**src/rtl/lsu_if.sv**
```systemverilog
// Request/response/data-memory bundle of the load/store unit.
// master = CPU side plus data_memory RD; slave = the unit itself.
interface lsu_if;
  logic        req_valid;
  logic        req_ready;
  logic        req_we;
  logic [1:0]  req_size;
  logic        req_unsigned;
  logic [31:0] req_addr;
  logic [31:0] req_wdata;
  logic        rsp_valid;
  logic [31:0] rsp_rdata;
  logic        rsp_err;
  logic        mem_we;
  logic        mem_re;
  logic [31:0] mem_a;
  logic [31:0] mem_wd;
  logic [31:0] mem_rd;

  // Handshake: a request transfers on a posedge where req_valid and req_ready
  // are both 1; rsp_valid is a single-cycle pulse with no back-pressure.
  modport master (
    output req_valid, req_we, req_size, req_unsigned, req_addr, req_wdata, mem_rd,
    input  req_ready, rsp_valid, rsp_rdata, rsp_err, mem_we, mem_re, mem_a, mem_wd
  );
  modport slave (
    input  req_valid, req_we, req_size, req_unsigned, req_addr, req_wdata, mem_rd,
    output req_ready, rsp_valid, rsp_rdata, rsp_err, mem_we, mem_re, mem_a, mem_wd
  );
endinterface

```
**src/rtl/load_store_unit.sv**
```systemverilog
// Byte/half/word load-store front end for data_memory with read-modify-write stores.
// Optional LSU_ERR_CNT_EN adds a saturating err_count output.
module load_store_unit #(
    parameter logic [31:0] MEM_BASE  = 32'h000003E0,
    parameter int          MEM_WORDS = 128
) (
    input  logic       clk,
    input  logic       rst,
    lsu_if.slave       bus,
    output logic [1:0] dbg_state_o
`ifdef LSU_ERR_CNT_EN
    ,
    output logic [15:0] err_count
`endif
);

    typedef enum logic [1:0] {IDLE, READ, WRITE, RESP} state_t;

    localparam logic [32:0] MEM_END = {1'b0, MEM_BASE} + (33'(MEM_WORDS) * 33'd4);

    state_t      state_q, state_d;
    logic [31:0] addr_q, wdata_q, word_q, rdata_q;
    logic [1:0]  size_q;
    logic        uns_q, we_q, err_q;

    logic        req_err;
    logic [31:0] mem_a_w;
    logic [4:0]  sh;
    logic [15:0] rd_sh;
    logic [31:0] load_val;
    logic [31:0] lane_mask;
    logic [31:0] merged;

    always_comb begin
        req_err = 1'b0;
        if (bus.req_size == 2'b11) req_err = 1'b1;
        if (bus.req_size == 2'b01 && bus.req_addr[0]) req_err = 1'b1;
        if (bus.req_size == 2'b10 && bus.req_addr[1:0] != 2'b00) req_err = 1'b1;
        if (bus.req_addr < MEM_BASE) req_err = 1'b1;
        if ({1'b0, bus.req_addr} >= MEM_END) req_err = 1'b1;
    end

    // Lane handling: little-endian, byte lane selected by addr[1:0].
    assign mem_a_w   = MEM_BASE + ((addr_q - MEM_BASE) >> 2);
    assign sh        = {addr_q[1:0], 3'b000};
    assign rd_sh     = 16'(bus.mem_rd >> sh);
    assign lane_mask = (size_q == 2'b00) ? (32'h000000FF << sh) : (32'h0000FFFF << sh);
    assign merged    = (word_q & ~lane_mask) | ((wdata_q << sh) & lane_mask);

    always_comb begin
        load_val = bus.mem_rd;
        case (size_q)
            2'b00:   load_val = uns_q ? {24'b0, rd_sh[7:0]} : {{24{rd_sh[7]}}, rd_sh[7:0]};
            2'b01:   load_val = uns_q ? {16'b0, rd_sh} : {{16{rd_sh[15]}}, rd_sh};
            default: load_val = bus.mem_rd;
        endcase
    end

    always_comb begin
        state_d       = state_q;
        bus.req_ready = 1'b0;
        bus.mem_re    = 1'b0;
        bus.mem_we    = 1'b0;
        bus.mem_a     = 32'h0;
        bus.mem_wd    = 32'h0;
        bus.rsp_valid = 1'b0;
        bus.rsp_rdata = 32'h0;
        bus.rsp_err   = 1'b0;
        case (state_q)
            IDLE: begin
                bus.req_ready = 1'b1;
                if (bus.req_valid) begin
                    if (req_err) state_d = RESP;
                    else if (bus.req_we && bus.req_size == 2'b10) state_d = WRITE;
                    else state_d = READ;
                end
            end
            READ: begin
                bus.mem_re = 1'b1;
                bus.mem_a  = mem_a_w;
                state_d    = we_q ? WRITE : RESP;
            end
            WRITE: begin
                bus.mem_we = 1'b1;
                bus.mem_a  = mem_a_w;
                bus.mem_wd = (size_q == 2'b10) ? wdata_q : merged;
                state_d    = RESP;
            end
            RESP: begin
                bus.rsp_valid = 1'b1;
                bus.rsp_rdata = rdata_q;
                bus.rsp_err   = err_q;
                state_d       = IDLE;
            end
            default: state_d = IDLE;
        endcase
    end

    // Async reset returns to IDLE at once, so mem_we falls before the write negedge.
    always_ff @(posedge clk or posedge rst) begin
        if (rst) begin
            state_q <= IDLE;
            addr_q  <= 32'h0;
            wdata_q <= 32'h0;
            word_q  <= 32'h0;
            rdata_q <= 32'h0;
            size_q  <= 2'b00;
            uns_q   <= 1'b0;
            we_q    <= 1'b0;
            err_q   <= 1'b0;
        end else begin
            state_q <= state_d;
            if (state_q == IDLE && bus.req_valid) begin
                addr_q  <= bus.req_addr;
                wdata_q <= bus.req_wdata;
                size_q  <= bus.req_size;
                uns_q   <= bus.req_unsigned;
                we_q    <= bus.req_we;
                err_q   <= req_err;
                rdata_q <= 32'h0;
            end
            if (state_q == READ) begin
                word_q <= bus.mem_rd;
                if (!we_q) rdata_q <= load_val;
            end
        end
    end

    assign dbg_state_o = state_q;

`ifdef LSU_ERR_CNT_EN
    logic [15:0] err_cnt_q;
    always_ff @(posedge clk or posedge rst) begin
        if (rst) err_cnt_q <= 16'h0;
        else if (state_q == RESP && err_q && err_cnt_q != 16'hFFFF) err_cnt_q <= err_cnt_q + 16'h1;
    end
    assign err_count = err_cnt_q;
`endif

endmodule
```
**src/flat_wrapper.sv**
```systemverilog
// flat-port wrapper written by rule: the top's interface ports become plain ports
module load_store_unit_flat 
#(
    parameter logic [31:0] MEM_BASE  = 32'h000003E0,
    parameter int          MEM_WORDS = 128
)
  (clk, rst, dbg_state_o, bus_req_valid, bus_req_we, bus_req_size, bus_req_unsigned, bus_req_addr, bus_req_wdata, bus_mem_rd, bus_req_ready, bus_rsp_valid, bus_rsp_rdata, bus_rsp_err, bus_mem_we, bus_mem_re, bus_mem_a, bus_mem_wd);
  lsu_if bus_i ();
  input  logic clk;
  input  logic rst;
  output logic [1:0] dbg_state_o;
  input wire logic [$bits(bus_i.req_valid)-1:0] bus_req_valid;
  input wire logic [$bits(bus_i.req_we)-1:0] bus_req_we;
  input wire logic [$bits(bus_i.req_size)-1:0] bus_req_size;
  input wire logic [$bits(bus_i.req_unsigned)-1:0] bus_req_unsigned;
  input wire logic [$bits(bus_i.req_addr)-1:0] bus_req_addr;
  input wire logic [$bits(bus_i.req_wdata)-1:0] bus_req_wdata;
  input wire logic [$bits(bus_i.mem_rd)-1:0] bus_mem_rd;
  output wire logic [$bits(bus_i.req_ready)-1:0] bus_req_ready;
  output wire logic [$bits(bus_i.rsp_valid)-1:0] bus_rsp_valid;
  output wire logic [$bits(bus_i.rsp_rdata)-1:0] bus_rsp_rdata;
  output wire logic [$bits(bus_i.rsp_err)-1:0] bus_rsp_err;
  output wire logic [$bits(bus_i.mem_we)-1:0] bus_mem_we;
  output wire logic [$bits(bus_i.mem_re)-1:0] bus_mem_re;
  output wire logic [$bits(bus_i.mem_a)-1:0] bus_mem_a;
  output wire logic [$bits(bus_i.mem_wd)-1:0] bus_mem_wd;
  assign bus_i.req_valid = bus_req_valid;
  assign bus_i.req_we = bus_req_we;
  assign bus_i.req_size = bus_req_size;
  assign bus_i.req_unsigned = bus_req_unsigned;
  assign bus_i.req_addr = bus_req_addr;
  assign bus_i.req_wdata = bus_req_wdata;
  assign bus_i.mem_rd = bus_mem_rd;
  assign bus_req_ready = bus_i.req_ready;
  assign bus_rsp_valid = bus_i.rsp_valid;
  assign bus_rsp_rdata = bus_i.rsp_rdata;
  assign bus_rsp_err = bus_i.rsp_err;
  assign bus_mem_we = bus_i.mem_we;
  assign bus_mem_re = bus_i.mem_re;
  assign bus_mem_a = bus_i.mem_a;
  assign bus_mem_wd = bus_i.mem_wd;
  load_store_unit #(.MEM_BASE(MEM_BASE), .MEM_WORDS(MEM_WORDS)) u_core (.clk(clk), .rst(rst), .bus(bus_i), .dbg_state_o(dbg_state_o));
endmodule
```
**config.mk**
```make
export PLATFORM = sky130hd
export DESIGN_NAME = load_store_unit_flat
export DESIGN_NICKNAME = d
export VERILOG_FILES = /design/src/rtl/lsu_if.sv /design/src/rtl/load_store_unit.sv /design/src/flat_wrapper.sv
export SDC_FILE = /design/constraint.sdc
export NUM_CORES = 1
export LEC_CHECK = 0
export ABC_AREA = 1
export CAP_MARGIN = 20
export CORE_MARGIN = 2
export CORE_UTILIZATION = 50
export CTS_BUF_LIST = sky130_fd_sc_hd__clkbuf_4 sky130_fd_sc_hd__clkbuf_8
export DETAILED_ROUTE_END_ITERATION = 8
export PLACE_DENSITY = 0.8
export SETUP_SLACK_MARGIN = 0.3
export SYNTH_ARGS = -nofsm -noshare
export SYNTH_HDL_FRONTEND = slang
export SYNTH_SLANG_ARGS = --single-unit
```
**constraint.sdc**
```tcl
create_clock -name clk -period 8.9 [get_ports clk]
set_input_delay 2.225 -clock clk [delete_from_list [all_inputs] [get_ports clk]]
set_output_delay 2.225 -clock clk [all_outputs]
set_load 0.03 [all_outputs]
```
Word-level counts from Yosys, hierarchy flattened
Index checks and enable logic that the tools add are counted.
W data, S select, Z words.
{"block": "op_classes", "n_addsub": 2, "magnitude_cmp": 2, "n_eq_ne": 9, "n_shift": 4, "muxes": 26, "bitwise_logic": 4, "reduce_logical": 8}
{"operator": "$mux W32", "n": 10}
{"operator": "$and A32 B32 Y32", "n": 2}
{"operator": "$pmux W32 S2", "n": 1}
{"operator": "$ge A32 B11 Y1 const B", "n": 1}
{"operator": "$lt A32 B10 Y1 const B", "n": 1}
{"operator": "$not A32 Y32", "n": 1}
{"operator": "$or A32 B32 Y32", "n": 1}
{"operator": "$shl A16 B5 Y32 const A", "n": 1}
{"operator": "$shl A32 B5 Y32", "n": 1}
{"operator": "$shl A8 B5 Y32 const A", "n": 1}
{"operator": "$shr A32 B5 Y16", "n": 1}
{"operator": "$sub A32 B10 Y32 const B", "n": 1}
{"operator": "$add A10 B30 Y31 const A", "n": 1}
{"operator": "$mux W1", "n": 11}
{"operator": "$eq A2 B2 Y1 const B", "n": 5}
{"operator": "$pmux W2 S4", "n": 1}
{"operator": "$eq A2 B1 Y1 const B", "n": 3}
{"operator": "$mux W2", "n": 3}
{"operator": "$logic_and A1 B1 Y1", "n": 4}
{"operator": "$logic_not A2 Y1", "n": 2}
{"operator": "$ne A2 B2 Y1 const B", "n": 1}
{"operator": "$reduce_bool A2 Y1", "n": 1}
{"operator": "$reduce_or A2 Y1", "n": 1}
{"block": "word_totals", "ff_bits": 135, "output_inout_bits": 103, "elab_cells": 64}

Depth between registers and ports, before layout
{"block": "depth", "ltp_word": 9, "depth_mapped": 16, "mapped_depth_nobuf": 16}

Worst setup path before layout
No wires, ideal clock.
{"block": "synth_timing", "kind": "register to output", "start": "reg u_core.addr_q[5]", "end": "out bus_mem_a[30]", "arrival_ns": 2.276, "t_required_ns": 6.675, "path_slack_ns": 4.399, "path_stages_with_launch": 10, "path_cell_list": "dfrtp_1 ha_1 nand2_2 nor2_4 nor2_1 nand3_1 nor3_1 xor2_1 nand2_1 nor3_1"}
{"block": "synth_between", "elab_chain_len": 3}
{"element": "start, declared", "line": "load_store_unit.sv:22", "rtl": "logic [31:0] addr_q, wdata_q, word_q, rdata_q;"}
{"element": "start signal, assigned", "line": "load_store_unit.sv:114", "rtl": "addr_q <= bus.req_addr;"}
{"element": "$sub A32 B10 Y32", "line": "load_store_unit.sv:44", "rtl": "assign mem_a_w = MEM_BASE + ((addr_q - MEM_BASE) >> 2);"}
{"element": "$add A10 B30 Y31", "line": "load_store_unit.sv:44"}
{"element": "$mux W32", "line": "load_store_unit.sv:69", "rtl": "case (state_q)"}
{"element": "end, declared", "line": "flat_wrapper.sv:25", "rtl": "output wire logic [$bits(bus_i.mem_a)-1:0] bus_mem_a;"}
Every way passes these cells.

Worst setup path after layout
{"block": "layout_timing", "start": "reg u_core.size_q[1]", "end": "out bus_mem_wd[29]"}
{"block": "layout_between", "elab_chain_len": 7, "elab_cells_between_ends": 9, "cone_classes": "1 x eq/ne; 3 x mux; 4 x bitwise; 1 x reduce/logical"}
{"element": "start, declared", "line": "load_store_unit.sv:23", "rtl": "logic [1:0] size_q;"}
{"element": "start signal, assigned", "line": "load_store_unit.sv:116", "rtl": "size_q <= bus.req_size;"}
{"element": "$logic_not A2 Y1", "line": "load_store_unit.sv:47", "rtl": "assign lane_mask = (size_q == 2'b00) ? (32'h000000FF << sh) : (32'h0000FFFF << sh);"}
{"element": "$mux W32", "line": "load_store_unit.sv:47"}
{"element": "$not A32 Y32", "line": "load_store_unit.sv:48", "rtl": "assign merged = (word_q & ~lane_mask) | ((wdata_q << sh) & lane_mask);"}
{"element": "$and A32 B32 Y32", "line": "load_store_unit.sv:48"}
{"element": "$or A32 B32 Y32", "line": "load_store_unit.sv:48"}
{"element": "$mux W32 (*)", "line": "load_store_unit.sv:86", "rtl": "bus.mem_wd = (size_q == 2'b10) ? wdata_q : merged;"}
{"element": "$mux W32 (*)", "line": "load_store_unit.sv:69"}
{"element": "end, declared", "line": "flat_wrapper.sv:26", "rtl": "output wire logic [$bits(bus_i.mem_wd)-1:0] bus_mem_wd;"}
Every way passes the cells marked *; elsewhere a longest branch is shown, timed or not.

==> impl_metrics.json <==
{
  "status": "completed",
  "cts.sink_count": 135,
  "synth_commonest_cells": "nand2_1, inv_1, dfrtp_1",
  "power_density_mw_per_mm2": 412,
  "yosys.area.top_type": "dfrtp_1",
  "synthesis.nets": 1414,
  "antennaDiodeCount": 0,
  "cts_tree": "done",
  "fillers": 1541,
  "ys_seq_elements": 135,
  "fmax_mhz": 154,
  "worstMarginPinSlew_ps": 960,
  "critPathMaxStageDelay_ps": 910,
  "required_ps": 6680,
  "post-cts-setup-buffers": 0,
  "crit_path_cell_trace": "clkinv_1 -> nor2_2 -> inv_1 -> o211ai_1 -> o211ai_1 -> inv_1 -> clkdlybuf4s50_1",
  "io_buffers": 204,
  "total_power_mw": 4.76,
  "vdd_drop_max_uv": 217,
  "syn_area_sq_mm": 0.00892,
  "initial_core_util": 0.514,
  "core_sq_mm": 0.0174,
  "synth_ff_type": "dfrtp_1",
  "yosysMostFrequentCell": "nand2_1",
  "cts_root_buffer": "clkbuf_8",
  "rows": 48,
  "setup_viol": 0,
  "remaining_drc_errors": 0,
  "hp-class": "flip-flop to flip-flop",
  "critPathTopFamily": "buffers and inverters",
  "via_count": 9412,
  "regArea_sq_mm": 0.00338,
  "yosysWarningCount": 0,
  "p_clk_frac": 0.117,
  "cts_buffers": 17,
  "grt_setup_unrepaired": "no",
  "period_share": 0.729,
  "critPathKind": "flip-flop to primary output",
  "leakage_nw": 5.56,
  "place_hpwl_um": 21100,
  "multiInputGateArea_sq_mm": 0.00469,
  "fin_setup_tns_ps": 0,
  "clk_latency_ps": 470,
  "netSwitchingFraction": 0.521,
  "gp_congestion": 0.922,
  "grt_max_degree": 82,
  "first_iter_violations": 941,
  "die_h_um": 138,
  "worst_setup_path_start_kind": "flip-flop",
  "routed_wirelength_um": 28500,
  "gr-total-overflow": 0,
  "report.final.slew_viol_count": 0,
  "fin_nets": 1587,
  "antenna_left": 0,
  "utilization": 0.665,
  "ctsResizeCount": 0,
  "synth.area.top_cells": "dfrtp_1, nand2_1, o21ai_0",
  "synth-edff-count": 0,
  "clkSlewWorstSetupHoldPaths_ps": 80,
  "slew_headroom": 0.360,
  "cts_max_level": 4,
  "die_w_um": 138,
  "drive_gt1_frac": 0.0905,
  "cp_num_buf_inv": 4,
  "grt_pass1_vias": 8242,
  "cts.path.max_buffers": 2,
  "min_period_ps": 6490,
  "critical_path.endpoint_type": "primary output",
  "yosysUniqueCellTypes": 41,
  "async_reset_ff_frac": 1.00,
  "p_switching_mw": 2.48,
  "dr.pass1.iters": 5,
  "p_comb_frac": 0.633,
  "vias_per_cell": 5.48,
  "synth_seq_area_share": 0.379,
  "grt_pass1_wl_um": 43700,
  "syn_area_per_cell_sq_um": 6.83,
  "die-area_sq_mm": 0.0189,
  "p_seq_frac": 0.250,
  "track_usage": 0.305,
  "antenna_found_initial": 0,
  "top_level_ports": 206,
  "drv_cap": 0,
  "ctsHoldBuffers": 0,
  "internal_power_mw": 2.28,
  "syn_to_final_growth_pct": 29.4,
  "synth_top_area_frac": 0.379,
  "hold_violations": 0,
  "fin_skew_ps": 17.5,
  "wl_per_cell_um": 16.6,
  "syn_inst": 1305,
  "slowest_stage": "dfrtp_1",
  "path_max_fanout": 32,
  "worstPathArrival_ps": 4260
}
## tightest hold or removal path, cell delays in order, from the launching register on
cell and delay [ps]:
dfrtp_1 350, nand2_1 50, nand2_1 60
## cells in the final DEF, fill, tap and decap left out, types with 19 or more instances in the layout
cell type          n
o211ai_1          24
nand3_1           54
inv_1            151
clkbuf_8          19
nand2_1          427
nand2_2           23
o21ai_0          131
clkdlybuf4s50_1  204
a21oi_1           69
nor2_1            66
dfrtp_1          135
## worst paths after layout
check                                             startpoint  cells past startpoint  slack [ps]                        endpoint
max                             u_core.size_q[1]$_DFFE_PP0P_                      7        2410                  bus_mem_wd[29]
max in group asynchronous                                rst                      3        5200  u_core.wdata_q[10]$_DFFE_PP0P_
min                                  u_core.we_q$_DFFE_PP0P_                      2         490         u_core.we_q$_DFFE_PP0P_
max reg2reg                u_core.dbg_state_o[1]$_DFFE_PP0P_                      7        5350     u_core.rdata_q[4]$_DFF_PP0_
min in group asynchronous                                rst                      2        2260     u_core.rdata_q[5]$_DFF_PP0_
min reg2reg                          u_core.we_q$_DFFE_PP0P_                      2         490         u_core.we_q$_DFFE_PP0P_
## through the flow
stage | cells | hold WS, ps | setup slack [ps] | area (sq um)
floorplan | 1305 | 448 | 3060 | 8920
global placement | 1680 | 465 | 3050 | 11000
detailed placement | 1680 | 466 | 2970 | 11000
CTS | 1712 | 488 | 2450 | 11500
global route | 1716 | 525 | 2040 | 11500
finish | 1716 | 486 | 2410 | 11500
## layer usage
metal	routed length (um)	GRT usage	up-vias
met5	0	0	-
met4	863	0.111	0
met3	2680	0.0695	53
met2	12200	0.433	450
met1	12700	0.452	4359
li1	-	-	4550
## registers in the layout (all words and copies together), names as in the netlist
name                count
u_core.we_q             1
u_core.dbg_state_o      2
u_core.size_q           2
u_core.rdata_q         32
u_core.word_q          32
u_core.uns_q            1
u_core.err_q            1
u_core.wdata_q         32
u_core.addr_q          32
## final cells by class
| class | count | share of cell area |
|---|---|---|
| Multi-Input combinational cell | 947 | 0.406 |
| Inverter | 165 | 0.0539 |
| Clock buffer | 19 | 0.0227 |
| Tap cell | 225 | 0.0244 |
| Clock inverter | 13 | 0.0146 |
| Sequential cell | 135 | 0.293 |
| Timing Repair Buffer | 212 | 0.186 |
## power by group through the flow
stage	combinational, mW	clock, mW	sequential [mW]
floorplan	2.08	0	1.09
detailed placement	2.93	0	1.19
global route	3.29	0.593	1.22
CTS	2.95	0.564	1.18
global placement	2.89	0	1.18
finish	3.01	0.556	1.19
## kinds of logic (layout without fill, tap and decap cells)
group / after synthesis / in the layout / share of synthesized area
flip-flops: 135 / 135 / 0.379
other: 1 / 1 / 0.000420
XOR/XNOR: 4 / 4 / 0.00393
adder cells (fa/ha/maj): 6 / 6 / 0.00842
AND/OR/NAND/NOR: 648 / 648 / 0.328
buffers and inverters: 223 / 409 / 0.0960
AO/OA/AOI/OAI: 288 / 288 / 0.185
Note: power is estimated with default switching activity, not from simulation.
